`config.mk`:
```
export PLATFORM = sky130hd
export DESIGN_NAME = pipe_stage_reg
export DESIGN_NICKNAME = d
export VERILOG_FILES = /design/src/rtl/pipe_stage_reg.sv
export SDC_FILE = /design/constraint.sdc
export NUM_CORES = 1
export LEC_CHECK = 0
export CAP_MARGIN = 20
export CORE_MARGIN = 1
export CORE_UTILIZATION = 30
export DETAILED_ROUTE_END_ITERATION = 8
export PLACE_DENSITY = 0.71
export SKIP_LAST_GASP = 1
export SYNTH_ARGS = -nofsm -noshare
export SYNTH_HDL_FRONTEND = slang
export SYNTH_SLANG_ARGS = --single-unit
```
`constraint.sdc`:
```
create_clock -name clk -period 2.7 [get_ports clk]
set_input_delay 0.54 -clock clk [delete_from_list [all_inputs] [get_ports clk]]
set_output_delay 0.54 -clock clk [all_outputs]
set_load 0.02 [all_outputs]
```
`src/rtl/pipe_stage_reg.sv`:
```
// rtl/pipe_stage_reg.sv - pipeline stage register with stall, flush, exception merge and stall counter
module pipe_stage_reg #(
    parameter int DATA_W = 32,
    parameter int N_DATA = 3,
    parameter int EXC_W  = 5,
    parameter int CNT_W  = 8
) (
    input  logic                     clk,
    input  logic                     reset,
    input  logic                     stall,
    input  logic                     flush,
    input  logic                     valid_in,
    input  logic [DATA_W-1:0]        instr_in,
    input  logic [DATA_W-1:0]        pc_in,
    input  logic [N_DATA*DATA_W-1:0] data_in,
    input  logic [4:0]               wba_in,
    input  logic [EXC_W-1:0]         exc_in,
    input  logic [EXC_W-1:0]         exc_local,
    input  logic                     bd_in,
    output logic                     valid_out,
    output logic [DATA_W-1:0]        instr_out,
    output logic [DATA_W-1:0]        pc_out,
    output logic [DATA_W-1:0]        pc8_out,
    output logic [N_DATA*DATA_W-1:0] data_out,
    output logic [4:0]               wba_out,
    output logic [EXC_W-1:0]         exc_out,
    output logic                     bd_out,
    output logic [CNT_W-1:0]         stall_cnt
);

    // Declaration initialisers keep outputs at zero before the first reset.
    logic                     valid_q = 1'b0;
    logic [DATA_W-1:0]        instr_q = '0;
    logic [DATA_W-1:0]        pc_q    = '0;
    logic [DATA_W-1:0]        pc8_q   = '0;
    logic [N_DATA*DATA_W-1:0] data_q  = '0;
    logic [4:0]               wba_q   = '0;
    logic [EXC_W-1:0]         exc_q   = '0;
    logic                     bd_q    = 1'b0;
    logic [CNT_W-1:0]         cnt_q   = '0;

    logic                     valid_d;
    logic [DATA_W-1:0]        instr_d;
    logic [DATA_W-1:0]        pc_d;
    logic [DATA_W-1:0]        pc8_d;
    logic [N_DATA*DATA_W-1:0] data_d;
    logic [4:0]               wba_d;
    logic [EXC_W-1:0]         exc_d;
    logic                     bd_d;
    logic [CNT_W-1:0]         cnt_d;

    logic [EXC_W-1:0]         exc_merged;
    logic [DATA_W-1:0]        pc_plus8;

    always_comb begin
        exc_merged = (exc_in != '0) ? exc_in : exc_local;
        pc_plus8   = pc_in + DATA_W'(8);

        valid_d = valid_q;
        instr_d = instr_q;
        pc_d    = pc_q;
        pc8_d   = pc8_q;
        data_d  = data_q;
        wba_d   = wba_q;
        exc_d   = exc_q;
        bd_d    = bd_q;
        cnt_d   = '0;

        if (flush) begin
            // Bubble, but the faulting PC/BD stay visible for CP0.
            valid_d = 1'b0;
            instr_d = '0;
            data_d  = '0;
            wba_d   = '0;
            exc_d   = '0;
            pc_d    = pc_in;
            pc8_d   = pc_plus8;
            bd_d    = bd_in;
        end else if (stall) begin
            cnt_d = (cnt_q == {CNT_W{1'b1}}) ? cnt_q : cnt_q + CNT_W'(1);
        end else begin
            valid_d = valid_in;
            instr_d = instr_in;
            pc_d    = pc_in;
            pc8_d   = pc_plus8;
            data_d  = data_in;
            bd_d    = bd_in;
            exc_d   = valid_in ? exc_merged : '0;
            wba_d   = (valid_in && exc_merged == '0) ? wba_in : 5'd0;
        end
    end

    always_ff @(posedge clk) begin
        if (reset) begin
            valid_q <= 1'b0;
            instr_q <= '0;
            pc_q    <= '0;
            pc8_q   <= '0;
            data_q  <= '0;
            wba_q   <= '0;
            exc_q   <= '0;
            bd_q    <= 1'b0;
            cnt_q   <= '0;
        end else begin
            valid_q <= valid_d;
            instr_q <= instr_d;
            pc_q    <= pc_d;
            pc8_q   <= pc8_d;
            data_q  <= data_d;
            wba_q   <= wba_d;
            exc_q   <= exc_d;
            bd_q    <= bd_d;
            cnt_q   <= cnt_d;
        end
    end

    assign valid_out = valid_q;
    assign instr_out = instr_q;
    assign pc_out    = pc_q;
    assign pc8_out   = pc8_q;
    assign data_out  = data_q;
    assign wba_out   = wba_q;
    assign exc_out   = exc_q;
    assign bd_out    = bd_q;
    assign stall_cnt = cnt_q;

endmodule

```
==> reports/metrics.cfg <==
[floorplan]
num_rows=56
die-area_um2=25000
initial_core_util=0.309
pin_count=393
die_w_um=158
die_h_um=158
core_um2=23700

[global_routing]
antenna_found_initial=1
grt_usage=0.210
gr-total-overflow=0
grt_pass1_wl_mm=40.6
grt_max_degree=55
grt_pass1_vias=6992

[timing]
worst_pin_slew_ns=0.543
period_minus_slack_ns=2.14
hold_viol_final=0
drv_slew=0
fmax_mhz=467
setup_violations=0
hold_slack_ns=0.445
fin_setup_tns_ns=0
worst_clock_skew_ns=0.00209
period_share=0.793
slew_headroom=0.637
rsz0062_at_grt=no

[cells_and_area]
final_nets=1306
drive_gt1_frac=0.0825
final_core_util=0.531
regArea_um2=4180
nFillCells=2132
fin_cells=1460
multi_input_comb_area_um2=2880
syn2layout_area_growth_pct=71.8

[cts]
clk_latency_ns=0.50
cts-root-buf=clkbuf_16
clk_path_buf_depth=3
cts_tree=done
postCtsResizedCells=0
cts_sinks=209
htree_levels=1
hold_buffers=0
postCtsSetupBuffers=0
cts-buffers-inserted=23
clk_pin_slew_worst_paths_ns=0.06

[drt]
dr.pass1.iters=5
antenna_left=0
routedWlPerCell_um=19.3
drt_wl_total_mm=28.1
vias_per_cell=4.99
vias=7290
drc=0
drtIter0Drc=511

[logic_synthesis]
synth_cells=716
ys_async_sr_fraction=0
synth-edff-count=0
synthesis.nets=899
ys_ff_latch=209
synth_ff_type=dfxtp_1
synth.avg_cell_area_um2=10.2
synth_area_leader_cell=dfxtp_1
yosys_warnings=0
synth_cell_types=44
synthesis.area_um2=7320
ys_top_cells_by_area=dfxtp_1 57%, a22o_1 16%, nand2_1 4.6%
synth_top_area_share=0.572
ys_seq_area_frac=0.572

[worst_setup_path]
critPathBufInv=1
cp-startpoint=stall_cnt[3]
worstPathCellList=clkdlybuf4s50_1
cp_top_family=buffers and inverters
critical_path_class=register to output port
reg2reg_from=stall_cnt[0]
critPathRequiredTime_ns=2.16
slowest_stage=clkdlybuf4s50_1
cp-end-kind=output port
critical-path-max-stage-delay_ns=0.65
startpoint_type=register
arrival_ns=1.60
cp_max_fo=6

[placement]
place_inst=1417
port_buffers=392
gp_congestion=0.943
dp_hpwl_mm=21.2

[power]
total_leakage_power_nw=4.74
power.ir.vdd_worst_mv=0.325
total_power_mw=7.38
p_per_area_nw_per_um2=587

[job]
drv_cap=0

[run_status]
status=finished, final reports clean

[worst_hold_path]
hold_class=register to register
hold_start=valid_out

final cells by class:
class / instances / share of cell area
repair buffers: 440 / 0.347
flip-flops and latches: 209 / 0.333
multi-input cells: 445 / 0.229
diodes: 1 / 0.000199
inverters: 4 / 0.00119
clock inverters: 8 / 0.00508
well taps: 319 / 0.0318
clock buffers: 34 / 0.0523
per-stage QoR:
stage          setup WS, ns  cell area, um2
3_5_place_dp         0.0721           11800
4_1_cts               0.522           12600
3_3_place_gp          0.113           11800
5_1_grt               0.402           12600
6_report              0.559           12600
2_1_floorplan         0.462            7320
synth_stat cells, drive strengths merged, types with 2 or more instances:
master / n
a311oi: 10
nand4: 11
xor2: 8
inv: 4
xnor2: 6
buf: 12
nand2: 89
or4: 6
or3: 6
nor2: 46
a31oi: 5
nand3: 12
nor3: 9
a21oi: 37
o21ai: 10
and4: 5
a22o: 133
a211oi: 13
clkbuf: 45
nor4: 12
and3: 4
ha: 2
a2111oi: 2
nand2b: 2
o31ai: 7
dfxtp: 209
nor3b: 3
report_power, final:
| group | switching (mW) | total (mW) | internal [mW] | leakage [nW] |
|---|---|---|---|---|
| logic | 0.506 | 1.10 | 0.590 | 2.67 |
| registers | 0.0724 | 3.29 | 3.21 | 1.71 |
| clock network | 1.30 | 3.00 | 1.70 | 0.350 |
cells in the final DEF (no fill, tap or decap), types with 5 or more instances in the layout:
cell,instances
clkdlybuf4s50_1,391
dfxtp_1,209
a22o_1,133
nand2_1,89
nor2_1,45
buf_4,41
a21oi_1,37
clkbuf_16,23
a211oi_1,13
nand3_1,12
nor4_1,12
nand4_1,10
a311oi_1,10
o21ai_0,10
nor3_1,8
xor2_1,8
o31ai_1,7
clkbuf_1,7
buf_12,7
xnor2_1,6
or3_1,5
a31oi_1,5
sequential cells by signal (all words and copies together), names as in the netlist:
signal     cells
bd_out         1
wba_out        5
stall_cnt      8
pc8_out       29
pc_out        32
instr_out     32
valid_out      1
exc_out        5
data_out      96
layer usage:
layer	track usage	part of all wire	vias up	wire, um
met5	0	0	-	0
met4	0.0769	0.031	0	865
met3	0.0591	0.090	58	2530
met2	0.346	0.48	308	13500
met1	0.259	0.40	3452	11300
li1	-	-	3472	-
cell families (layout without fill, tap and decap cells):
group | Yosys count | count (layout) | share of synthesized area
other | 0 | 1 | 0
adder cells (fa/ha/maj) | 2 | 2 | 0.00342
AO/OA/AOI/OAI | 221 | 221 | 0.236
XOR/XNOR | 14 | 14 | 0.0168
AND/OR/NAND/NOR | 207 | 207 | 0.134
multiplexers | 1 | 1 | 0.00137
flip-flops | 209 | 209 | 0.572
buffers and inverters | 62 | 486 | 0.0374
final timing paths:
path	slack (ns)	cells after the start	to
setup / recovery	0.56	1	stall_cnt[3]
hold reg to reg	0.45	2	valid_out
setup reg to reg	1.12	5	stall_cnt[1]
hold / removal	0.45	2	valid_out
(Power assumes the default switching activity.)
